## config.mk

```make
export PLATFORM = sky130hd
export DESIGN_NAME = mem_subsystem_rr
export DESIGN_NICKNAME = d
export VERILOG_FILES = /design/src/rtl/mem_subsystem_rr_pkg.sv /design/src/rtl/mem_subsystem_rr_arbiter.sv /design/src/rtl/mem_subsystem_rr.sv
export SDC_FILE = /design/constraint.sdc
export NUM_CORES = 1
export LEC_CHECK = 0
export CORE_MARGIN = 1
export CORE_UTILIZATION = 60
export CTS_CLUSTER_DIAMETER = 200
export DETAILED_ROUTE_END_ITERATION = 10
export GPL_ROUTABILITY_DRIVEN = 0
export HOLD_SLACK_MARGIN = 0.12
export PLACE_DENSITY = 0.8
export SLEW_MARGIN = 10
export SYNTH_ARGS = -nofsm -noshare
export SYNTH_HDL_FRONTEND = slang
export SYNTH_HIERARCHICAL = 1
export SYNTH_SLANG_ARGS = --single-unit
```

## constraint.sdc

```tcl
create_clock -name clk -period 10.8 [get_ports clk]
set_clock_uncertainty 0.1 [all_clocks]
set_input_delay 2.16 -clock clk [delete_from_list [all_inputs] [get_ports clk]]
set_output_delay 2.16 -clock clk [all_outputs]
set_load 0.02 [all_outputs]
```

## src/rtl/mem_subsystem_rr_pkg.sv

```systemverilog
// Shared types for the round-robin memory subsystem: coherency and FSM
// encodings plus the per-block coherency transition function.
package memsub_pkg;

  typedef enum logic [1:0] {
    COH_I = 2'b00,
    COH_M = 2'b01,
    COH_S = 2'b10
  } coherency_t;

  typedef enum logic [1:0] {
    ST_INIT   = 2'd0,
    ST_IDLE   = 2'd1,
    ST_ACCESS = 2'd2,
    ST_RESP   = 2'd3
  } fsm_t;

  // Writes always own the block; reads promote I to S and leave S/M alone.
  function automatic coherency_t next_coh(input coherency_t state, input logic is_write);
    if (is_write) return COH_M;
    if (state == COH_I) return COH_S;
    return state;
  endfunction

endpackage

```

## src/rtl/mem_subsystem_rr_arbiter.sv

```systemverilog
// True round-robin arbiter: the first requester at or after the pointer wins,
// and the pointer moves to one past the winner whenever a grant is taken.
module rr_arbiter #(
  parameter int N = 4,
  localparam int IW = (N > 1) ? $clog2(N) : 1
) (
  input  logic          clk,
  input  logic          reset_n,
  input  logic [N-1:0]  req_i,
  input  logic          advance_i,
  output logic [N-1:0]  grant_o,
  output logic [IW-1:0] grant_idx_o
);

  logic [IW-1:0] r_ptr;
  logic [IW-1:0] w_pos;
  logic          w_found;

  // Scan from the pointer, wrapping modulo N, and pick the first request.
  always_comb begin
    grant_o     = '0;
    grant_idx_o = '0;
    w_found     = 1'b0;
    w_pos       = '0;
    for (int i = 0; i < N; i++) begin
      w_pos = IW'((int'(r_ptr) + i) % N);
      if (!w_found && req_i[w_pos]) begin
        w_found        = 1'b1;
        grant_o[w_pos] = 1'b1;
        grant_idx_o    = w_pos;
      end
    end
  end

  // Rotate the pointer past the port that was just granted.
  always_ff @(posedge clk or negedge reset_n) begin
    if (!reset_n) begin
      r_ptr <= '0;
    end else if (advance_i) begin
      r_ptr <= (grant_idx_o == IW'(N - 1)) ? '0 : grant_idx_o + IW'(1);
    end
  end

endmodule

```

## src/rtl/mem_subsystem_rr.sv

```systemverilog
// N-port shared memory with round-robin arbitration, out-of-range error
// reporting and a post-reset initialisation sweep (data[i] = i+1).
// Optional: define MEMSUB_COH_EN to add per-block I/S/M coherency tracking;
// without it coh_o stays 2'b00 and data path/timing are unchanged.
//
// Handshake: a port raises req with we/addr/wdata and holds them stable until
// it sees its resp_o bit (a one-cycle pulse, qualified by err_o). In the cycle
// after the pulse it drops req or presents a new transaction; a req still high
// is served again. Each transaction takes IDLE -> ACCESS -> RESP (3 cycles).
module mem_subsystem_rr
  import memsub_pkg::*;
#(
  parameter int NUM_PORTS = 4,
  parameter int DATA_W    = 16,
  parameter int ADDR_W    = 14,
  parameter int DEPTH     = 50
) (
  input  logic                        clk,
  input  logic                        reset_n,
  input  logic [NUM_PORTS-1:0]        req_i,
  input  logic [NUM_PORTS-1:0]        we_i,
  input  logic [NUM_PORTS*ADDR_W-1:0] addr_i,
  input  logic [NUM_PORTS*DATA_W-1:0] wdata_i,
  output logic [NUM_PORTS*DATA_W-1:0] rdata_o,
  output logic [NUM_PORTS-1:0]        resp_o,
  output logic [NUM_PORTS-1:0]        err_o,
  output logic [1:0]                  coh_o,
  output logic                        busy_o,
  output logic [1:0]                  dbg_state_o
);

  localparam int IW    = (NUM_PORTS > 1) ? $clog2(NUM_PORTS) : 1;
  localparam int IDX_W = (DEPTH > 1) ? $clog2(DEPTH) : 1;
  localparam logic [ADDR_W:0]  DEPTH_L = (ADDR_W + 1)'(DEPTH);
  localparam logic [IDX_W-1:0] LAST_IDX = IDX_W'(DEPTH - 1);

  fsm_t                 r_state;
  logic [IDX_W-1:0]     r_idx;
  logic [IW-1:0]        r_gnt;
  logic [NUM_PORTS-1:0] r_gnt_oh;
  logic                 r_we;
  logic [ADDR_W-1:0]    r_addr;
  logic [DATA_W-1:0]    r_wdata;
  logic [NUM_PORTS-1:0] r_resp;
  logic [NUM_PORTS-1:0] r_err;
  logic [1:0]           r_coh;
  logic [DATA_W-1:0]    r_rdata [NUM_PORTS];
  logic [DATA_W-1:0]    r_mem   [DEPTH];

  logic [NUM_PORTS-1:0] w_gnt_oh;
  logic [IW-1:0]        w_gnt_idx;
  logic                 w_advance;
  logic                 w_oor;
  logic [IDX_W-1:0]     w_aidx;
  coherency_t           w_coh_next;

  assign w_advance = (r_state == ST_IDLE) && (|req_i);
  assign w_oor     = {1'b0, r_addr} >= DEPTH_L;
  assign w_aidx    = r_addr[IDX_W-1:0];

  rr_arbiter #(.N(NUM_PORTS)) u_arb (
    .clk         (clk),
    .reset_n     (reset_n),
    .req_i       (req_i),
    .advance_i   (w_advance),
    .grant_o     (w_gnt_oh),
    .grant_idx_o (w_gnt_idx)
  );

`ifdef MEMSUB_COH_EN
  coherency_t r_cstate [DEPTH];

  assign w_coh_next = next_coh(r_cstate[w_aidx], r_we);

  // Coherency array: cleared to I by the sweep, updated by in-range accesses.
  always_ff @(posedge clk) begin
    if (r_state == ST_INIT) begin
      r_cstate[r_idx] <= COH_I;
    end else if (r_state == ST_ACCESS && !w_oor) begin
      r_cstate[w_aidx] <= w_coh_next;
    end
  end
`else
  assign w_coh_next = COH_I;
`endif

  // Data array: sweep writes i+1, in-range writes store the latched data.
  always_ff @(posedge clk) begin
    if (r_state == ST_INIT) begin
      r_mem[r_idx] <= DATA_W'(r_idx) + DATA_W'(1);
    end else if (r_state == ST_ACCESS && r_we && !w_oor) begin
      r_mem[w_aidx] <= r_wdata;
    end
  end

  // Control FSM: sweep, grant/latch, access, then one-cycle response.
  always_ff @(posedge clk or negedge reset_n) begin
    if (!reset_n) begin
      r_state  <= ST_INIT;
      r_idx    <= '0;
      r_gnt    <= '0;
      r_gnt_oh <= '0;
      r_we     <= 1'b0;
      r_addr   <= '0;
      r_wdata  <= '0;
      r_resp   <= '0;
      r_err    <= '0;
      r_coh    <= 2'b00;
      for (int p = 0; p < NUM_PORTS; p++) r_rdata[p] <= '0;
    end else begin
      r_resp <= '0;
      r_err  <= '0;
      case (r_state)
        ST_INIT: begin
          if (r_idx == LAST_IDX) begin
            r_idx   <= '0;
            r_state <= ST_IDLE;
          end else begin
            r_idx <= r_idx + IDX_W'(1);
          end
        end
        ST_IDLE: begin
          if (w_advance) begin
            r_gnt    <= w_gnt_idx;
            r_gnt_oh <= w_gnt_oh;
            r_we     <= we_i[w_gnt_idx];
            r_addr   <= addr_i[int'(w_gnt_idx)*ADDR_W +: ADDR_W];
            r_wdata  <= wdata_i[int'(w_gnt_idx)*DATA_W +: DATA_W];
            r_state  <= ST_ACCESS;
          end
        end
        ST_ACCESS: begin
          r_resp  <= r_gnt_oh;
          r_state <= ST_RESP;
          if (w_oor) begin
            r_err          <= r_gnt_oh;
            r_rdata[r_gnt] <= '0;
            r_coh          <= COH_I;
          end else begin
            r_coh <= w_coh_next;
            if (!r_we) r_rdata[r_gnt] <= r_mem[w_aidx];
          end
        end
        default: begin
          r_state <= ST_IDLE;
        end
      endcase
    end
  end

  for (genvar p = 0; p < NUM_PORTS; p++) begin : g_rdata
    assign rdata_o[p*DATA_W +: DATA_W] = r_rdata[p];
  end

  assign resp_o      = r_resp;
  assign err_o       = r_err;
  assign coh_o       = r_coh;
  assign busy_o      = (r_state == ST_INIT);
  assign dbg_state_o = r_state;

endmodule

```

# ---- Word level (Yosys, flattened, before mapping)
# Memory sizes are Yosys's and may differ from the RTL's.
# Index checks and enable logic that the tools add are counted.
dict set report op_classes {
  magnitude_cmp 12
  n_reduce_logical 21
  add_sub_neg 6
  shift 2
  n_eq_ne 7
  mul 1
  bitwise_logic 6
  n_mux 50
}
# operator n
set ops {}
lappend ops {{64-bit two-way mux} 2}
lappend ops {{64-bit bitwise AND} 1}
lappend ops {{64-bit bitwise mux} 1}
lappend ops {{64-bit NOT} 1}
lappend ops {{64-bit by 7-bit variable part select with 16-bit output} 1}
lappend ops {{56-bit by 7-bit variable part select with 14-bit output} 1}
lappend ops {{16-bit demux with 2-bit select} 1}
lappend ops {{16-bit two-way mux} 2}
lappend ops {{4-bit two-way mux} 7}
lappend ops {{1-bit two-way mux} 18}
lappend ops {{16-bit OR reduction} 1}
lappend ops {{2-bit by 3-bit less-than comparator with 1-bit output, second input constant} 5}
lappend ops {{14-bit by 6-bit >= comparator with 1-bit output, second input constant} 1}
lappend ops {{2-bit two-way mux} 7}
lappend ops {{6-bit two-way mux} 2}
lappend ops {{4-bit OR} 3}
lappend ops {{1-bit logical AND} 11}
lappend ops {{1-bit binary-select mux with 2-bit select} 5}
lappend ops {{1-bit demux with 2-bit select} 4}
lappend ops {{2-bit by 1-bit >= comparator with 1-bit output, second input constant} 4}
lappend ops {{6-bit by 1-bit adder with 7-bit output, second input constant} 1}
lappend ops {{6-bit by 1-bit adder with 6-bit output, second input constant} 1}
lappend ops {{6-bit == test, second input constant} 1}
lappend ops {{2-bit by 1-bit inequality test with 1-bit output, second input constant} 3}
lappend ops {{other kinds (13)} 21}
dict set report word_totals {
  inputBits 130
  ram_bits 800
  out_inout_bits 77
  n_memories 1
  reg_bits 119
  word_cells 120
}
# name words width rd rd_clocked_by_memory_dff write_ports line
set memory_table {}
lappend memory_table {r_mem 50 16 1 0 1 mem_subsystem_rr.sv:48} ;# logic [DATA_W-1:0] r_mem [DEPTH];

# ---- Depth between registers and ports, before layout
# Gate-level depths: netlist of run 1.
dict set report logic_depth {
  word_depth 14
  depth_mapped 13
  depth_no_buf 11
}

# ---- By module
# Netlist of run 1, hierarchy kept.
# mod cells_each seq_area_each_um2 instances area_each_um2
set modules_own_cells {}
lappend modules_own_cells {mem_subsystem_rr 1920 26950.8 1 36980.5}
lappend modules_own_cells {rr_arbiter 81 50.0 1 721.9}

# ---- Worst setup path before layout of run 1
# No wires, ideal clock.
dict set report synth_timing {
  path_kind {in2reg}
  startpoint {in req_i[0]}
  endpoint {reg r_addr[10]}
  setup_time_ns 0.125
  arrival_ns 4.688
  setup_slack_ns 5.887
  n_path_buf 3
  path_stages 9
  required_time_ns 10.575
  path_cell_list {buf_6 -> mux4_2 -> nand2b_4 -> nand2_1 -> o2bb2ai_1 -> clkbuf_1 -> buf_1 -> mux4_2 -> mux2_2}
}
dict set report synth_between {
  elab_chain_cells 14
  elab_cells_between_ends 26
  cone_classes {mul: 1; shift: 1; mux: 15; reduce/logical: 9}
}
# element line
set synth_rtl {}
lappend synth_rtl {{start: declaration} mem_subsystem_rr.sv:20} ;# input logic [NUM_PORTS-1:0] req_i,
lappend synth_rtl {{1-bit binary-select mux with 2-bit select} mem_subsystem_rr_arbiter.sv:27} ;# if (!w_found && req_i[w_pos]) begin
lappend synth_rtl {{1-bit two-way mux (implied by the code)} mem_subsystem_rr_arbiter.sv:27}
lappend synth_rtl {{1-bit two-way mux} mem_subsystem_rr_arbiter.sv:27}
lappend synth_rtl {{1-bit logical NOT} mem_subsystem_rr_arbiter.sv:27}
lappend synth_rtl {{1-bit logical AND} mem_subsystem_rr_arbiter.sv:27}
lappend synth_rtl {{1-bit two-way mux} mem_subsystem_rr_arbiter.sv:27}
lappend synth_rtl {{1-bit logical NOT} mem_subsystem_rr_arbiter.sv:27}
lappend synth_rtl {{1-bit logical AND} mem_subsystem_rr_arbiter.sv:27}
lappend synth_rtl {{1-bit two-way mux} mem_subsystem_rr_arbiter.sv:27}
lappend synth_rtl {{1-bit logical NOT} mem_subsystem_rr_arbiter.sv:27}
lappend synth_rtl {{1-bit logical AND} mem_subsystem_rr_arbiter.sv:27}
lappend synth_rtl {{2-bit two-way mux (*)} mem_subsystem_rr_arbiter.sv:27}
lappend synth_rtl {{named net w_gnt_idx[0]} mem_subsystem_rr.sv:51} ;# logic [IW-1:0] w_gnt_idx;
lappend synth_rtl {{2-bit by 3-bit multiplier with 5-bit output (*)} mem_subsystem_rr.sv:127} ;# r_addr <= addr_i[int'(w_gnt_idx)*ADDR_W +: ADDR_W];
lappend synth_rtl {{56-bit by 7-bit variable part select with 14-bit output (*)} mem_subsystem_rr.sv:127}
lappend synth_rtl {{end signal: assignment} mem_subsystem_rr.sv:127}
lappend synth_rtl {{end: declaration} mem_subsystem_rr.sv:42} ;# logic [ADDR_W-1:0] r_addr;
# The timed path passes the listed nets; every way through them passes the cells marked *. The select of a mux whose other input is x is not followed.
# A chain may end at the register's enable or synchronous reset.

# ---- Worst setup path in the final report of run 1
dict set report layout_timing {
  startpoint {in req_i[0]}
  endpoint {reg r_addr[9]}
}
# The elaborated chain is that of the path after synthesis.

==> results.ini, run 1 <==
[outcome]
status = complete, no violations

[cts]
cts.sinks = 919
clk_latency_ns = 0.66
post_cts_resize_count = 0
cts_setup_buffers = 0
cts_root_buf = clkbuf_16
numCtsBuffers = 91
clk_pin_slew_worst_paths_ns = 0.06
htreeDepth = 3
cts_hold_buf = 0
tritoncts = built
cts_buffer_depth = 3

[yosys]
yosysSeqAreaShare = 0.716
syn_avg_cell_area_sq_um = 18.8
yosys_register_bits = 919
netlist_instances = 2001
synth.distinct_cells = 72
synth_top_area_share = 0.637
synth-edff-count = 800
synthTopCellsByCount = edfxtp_1 (800), mux4_2 (177), dfrtp_1 (119)
syn_area_sq_um = 37700
synth_area_leaders = edfxtp_1 (64%), mux4_2 (11%), dfrtp_1 (7.9%), mux2_2 (2.8%), mux2i_1 (2.7%)
synth_top_area_cell = edfxtp_1
async_flop_share = 0.129
yosysWarnings = 6
ys.flop_type = edfxtp_1
synth_most_common_cell = edfxtp_1

[die]
pin_count = 207
die_h_um = 253
dieArea_sq_um = 63800
fp.dieW_um = 253
row_count = 91
coreArea_sq_um = 61900
start_util = 0.609

[final_layout]
fillers = 3647
regArea_sq_um = 27000
final_area_sq_um = 43900
area_growth_syn_to_layout_pct = 16.4
drive_above_1_share = 0.236
fin_nets = 2370
multiInputGateArea_sq_um = 10200

[grt]
grt_pass1_vias = 21400
grt_usage = 0.303
grt_pass1_wl_mm = 139
grt_max_degree = 161
antenna_found_initial = 0
grt-ovfl-total = 0

[drt]
routed_wl_mm = 94.1
detail-route-antenna-nets = 0
vias_per_cell = 6.66
vias = 20900
drt-initial-drc-count = 2398
wl_per_cell_um = 30.0
drc = 0
first_pass_iters = 8

[setup_path]
path_max_fanout = 17
startpoint_type = input pin
critPathKind = input pin to flop
crit_chain = clkdlybuf4s50_1 > mux2_4 > mux2i_4 > a21oi_1 > o2bb2ai_4 > buf_4 > mux4_2 > mux2_2
crit_path_end_kind = flop
cp_slowest_cell = o2bb2ai_4
required_ns = 11.24
cp_slowest_stage_delay_ns = 0.63
worstPathArrival_ns = 5.54

[timing]
slew_headroom = 0.180
fin_crit_sh = 0.472
tightest_slew_ns = 1.23
finalHoldViolations = 0
drv_slew = 0
finalSetupViolations = 0
period_minus_slack_ns = 5.10
holdWs_ns = 0.392
rsz0062_at_grt = false
fmax_ghz = 0.196
final.setup.tns_ns = 0

[worst_hold_path]
worstHoldPathType = flop to flop

[power]
swShare = 0.326
p_seq_frac = 0.400
total_power_mw = 11.1
intPower_mw = 7.47
leakagePower_nw = 13.8
max-vdd-ir-drop_uv = 227
p_switching_mw = 3.61
power.density_nw_per_um2 = 252
power_frac_clock = 0.296
p_comb_frac = 0.303

[placement]
numPortBuffers = 204
dp_hpwl_mm = 54.7
dpl_cell_area_sq_um = 40700

[flow_run]
maxCapViolations = 0

final timing paths:
kind	start	cells past startpoint	slack [ns]	end
max in group asynchronous	reset_n	2	7.66	r_addr[1]
min reg2reg	rdata_o[48]	1	0.39	rdata_o[48]
max reg2reg	u_arb/r_ptr[0]	9	5.90	r_addr[9]
min in group asynchronous	reset_n	1	1.39	rdata_o[53]
max	req_i[0]	8	5.70	r_addr[9]
min	rdata_o[48]	1	0.39	rdata_o[48]
final cells by class:
cell class	instances	area share
inverters	9	0.000770
clock inverters	52	0.0134
well taps	837	0.0239
multi-input cells	947	0.232
flip-flops and latches	919	0.616
repair buffers	260	0.0574
clock buffers	115	0.0573
diodes	1	0.0000570
registers in the layout, summed over array words and instances (netlist names), 4 cells and up:
register	flops
r_gnt_oh	4
r_mem	800
r_wdata	16
r_addr	14
resp_o	4
rdata_o	64
r_idx	6
err_o	4
critical path, delay by kind of cell:
kind,cells,cell delay [ns]
AOI/OAI and AO/OA,2,0.80
muxes,4,1.55
buffers and inverters,2,1.02
per-stage QoR:
stage | setup slack (ns) | std cells | utilization
2_1_floorplan | 5.89 | 2002 | -
3_3_place_gp | 5.21 | 2971 | 0.658
3_5_place_dp | 5.05 | 2971 | 0.658
4_1_cts | 5.75 | 3138 | 0.708
5_1_grt | 5.54 | 3139 | 0.708
6_report | 5.70 | 3140 | 0.708
kinds of logic (layout without fill, tap and decap cells):
family	after synthesis	after routing	synth area share
buffers and inverters	136	436	0.0200
adders and majority gates	12	12	0.00398
muxes	377	377	0.163
AOI/OAI and AO/OA	297	297	0.0611
DFF	919	919	0.716
xor gates and xnor gates	5	5	0.00116
and+or+nand+nor	254	254	0.0346
other	1	3	0.0000995
cell usage in the layout (no fill, tap or decap), drive strengths merged, types with 49 or more instances in the layout:
cell	n
clkdlybuf4s50	203
buf	57
mux4	178
mux2	95
clkbuf	115
o2bb2ai	62
mux2i	104
dfrtp	119
edfxtp	800
nand2	49
nor2	92
layer usage:
layer	track usage	up-vias	wire, um
met2	0.493	1081	47000
li1	-	8617	-
met1	0.407	11000	36000
met4	0.114	0	3320
met3	0.0613	222	7870
met5	0	-	0
power by group through the flow:
stage	Combinational, mW	Clock (mW)	Sequential, mW
6_report	3.36	3.28	4.43
5_1_grt	3.53	3.42	4.45
4_1_cts	3.34	3.30	4.43
3_5_place_dp	3.31	0	4.50
3_3_place_gp	3.21	0	4.49
2_1_floorplan	2.43	0	4.35
Power figures use the tool's default switching activity.
==> run 2: changes to the inputs <==
Clock period 10.8 ns to 4.9 ns, I/O delays scaled along.
==> run 2 against run 1 <==
  * Worst hold slack lost 0.24 ns
  * Non-clock buffer count grew 26
  * Total power grew 120%
  * Sequential share of layout area grew 0.072 points
  * Combinational power grew 120%
  * Sequential power grew 120%
  * Critical endpoint is now r_addr[13]
  * Count of clock-buffer cells in the layout shrank 2
  * Register-to-register slack lost 5.1 ns
  * Via count grew 0.77%
  * First-iteration DRC count grew 7.6%
  * Cell area shrank 0.12%
==> results.ini, run 2 (synthesis results as in run 1) <==
[final_layout]
final_core_util = 0.707
top_register = r_mem
multiInputGateArea_sq_um = 10100
fin_nets = 2394
final_cell_mix = edfxtp_1 (800), clkdlybuf4s50_1 (203), mux4_2 (177), dfrtp_1 (116), mux2i_1 (103)
area_growth_syn_to_layout_pct = 16.2
largest_reg_flops = 800
regArea_sq_um = 27000
fillers = 3691
drive_above_1_share = 0.235
mostFrequentLayoutCell = edfxtp_1
final_area_sq_um = 43800

[die]
dieArea_sq_um = 63800
pin_count = 207
coreArea_sq_um = 61900
row_count = 91
fp.dieW_um = 253
start_util = 0.609
die_h_um = 253

[setup_path]
cp_slowest_stage_delay_ns = 0.63
cp_num_buf_inv = 2
crit_chain = inv_1 > ha_1 > mux2_2 > mux2i_4 > a21oi_1 > o2bb2ai_4 > buf_4 > mux4_2 > mux2_2
critPathTopFamily = multiplexers
cp_common_cell = mux2_2
startpoint_type = flop
path_max_fanout = 19
crit_start = u_arb/r_ptr[1]
worstPathArrival_ns = 4.50
required_ns = 5.32
worstReg2RegEnd = r_addr[13]
r2r_slack_ns = 0.82
cp_slowest_cell = o2bb2ai_4
critPathKind = flop to flop
crit_path_end_kind = flop
r2r_cells = 9
reg2reg_from = u_arb/r_ptr[1]

[timing]
setup_slack_ns = 0.819
tightest_slew_ns = 1.26
fin_crit_sh = 0.833
drv_slew = 0
final.setup.tns_ns = 0
slew_headroom = 0.159
fmax_ghz = 0.245
finalHoldViolations = 0
period_minus_slack_ns = 4.08
rsz0062_at_grt = false
finalSetupViolations = 0

[drt]
detail-route-antenna-nets = 0
wl_per_cell_um = 29.6
vias_per_cell = 6.65
routed_wl_mm = 93.6
drt-initial-drc-count = 2580
vias = 21100
first_pass_iters = 8
drc = 0

[cts]
cts_setup_buffers = 0
tritoncts = built
clk_latency_ns = 0.64
cts_buffer_depth = 3
post_cts_resize_count = 0
cts.sinks = 919
clk_pin_slew_worst_paths_ns = 0.06
numCtsBuffers = 89
htreeDepth = 3
cts_root_buf = clkbuf_16
cts_hold_buf = 0

[placement]
dpl_cell_area_sq_um = 40900
numPortBuffers = 204
dp_hpwl_mm = 56.1
dpl_worst_slack_ns = 0.514

[grt]
antenna_found_initial = 1
grt_pass1_vias = 21100
grt_pass1_wl_mm = 138
grt_max_degree = 128
grt_usage = 0.299
grt-ovfl-total = 0

[worst_hold_path]
worstHoldPathType = input pin to async pin

[flow_run]
maxCapViolations = 0

[power]
power.density_nw_per_um2 = 546
max-vdd-ir-drop_uv = 439
leakagePower_nw = 13.8

[outcome]
status = complete, no violations

==> run 2: layout make-up <==
type                    instances  area share
clock inverters                53      0.0108
multi-input cells             947       0.231
flip-flops and latches        919       0.616
well taps                     837      0.0239
inverters                       9    0.000771
repair buffers                286      0.0625
clock buffers                 113      0.0548
diodes                          1   0.0000571
==> run 2: metal layers <==
layer  vias up  GRT usage  wire [um]
li1       8677          -          -
met1     11000      0.410      35700
met2      1130      0.477      46200
met3       218     0.0600       8050
met4         0      0.115       3640
met5         -          0          0
==> run 2: metrics by stage <==
step           total power [mW]  instances  hold slack, ns
2_1_floorplan              15.0       2002           0.352
3_3_place_gp               17.0       2997           0.375
3_5_place_dp               17.2       2997           0.373
4_1_cts                    23.9       3163           0.138
5_1_grt                    24.7       3164           0.159
6_report                   23.9       3165           0.153
==> run 2: power by group <==
| group | total (mW) | switching (mW) | internal [mW] |
|---|---|---|---|
| Sequential | 9.70 | 0.463 | 9.24 |
| Combinational | 7.48 | 4.47 | 3.01 |
| Clock | 6.75 | 2.89 | 3.85 |
| Total | 23.9 | 7.82 | 16.1 |
==> run 2: how the worst max path moves through the flow <==
stage                  end  slack (ns)  depth (start not counted)
2_1_floorplan  r_mem[0][6]        0.59                          7
3_3_place_gp    r_wdata[9]        0.59                          8
3_5_place_dp   r_wdata[15]        0.51                          8
4_1_cts         r_addr[13]        0.79                          9
5_1_grt         r_addr[13]        0.57                          9
6_report        r_addr[13]        0.82                          9
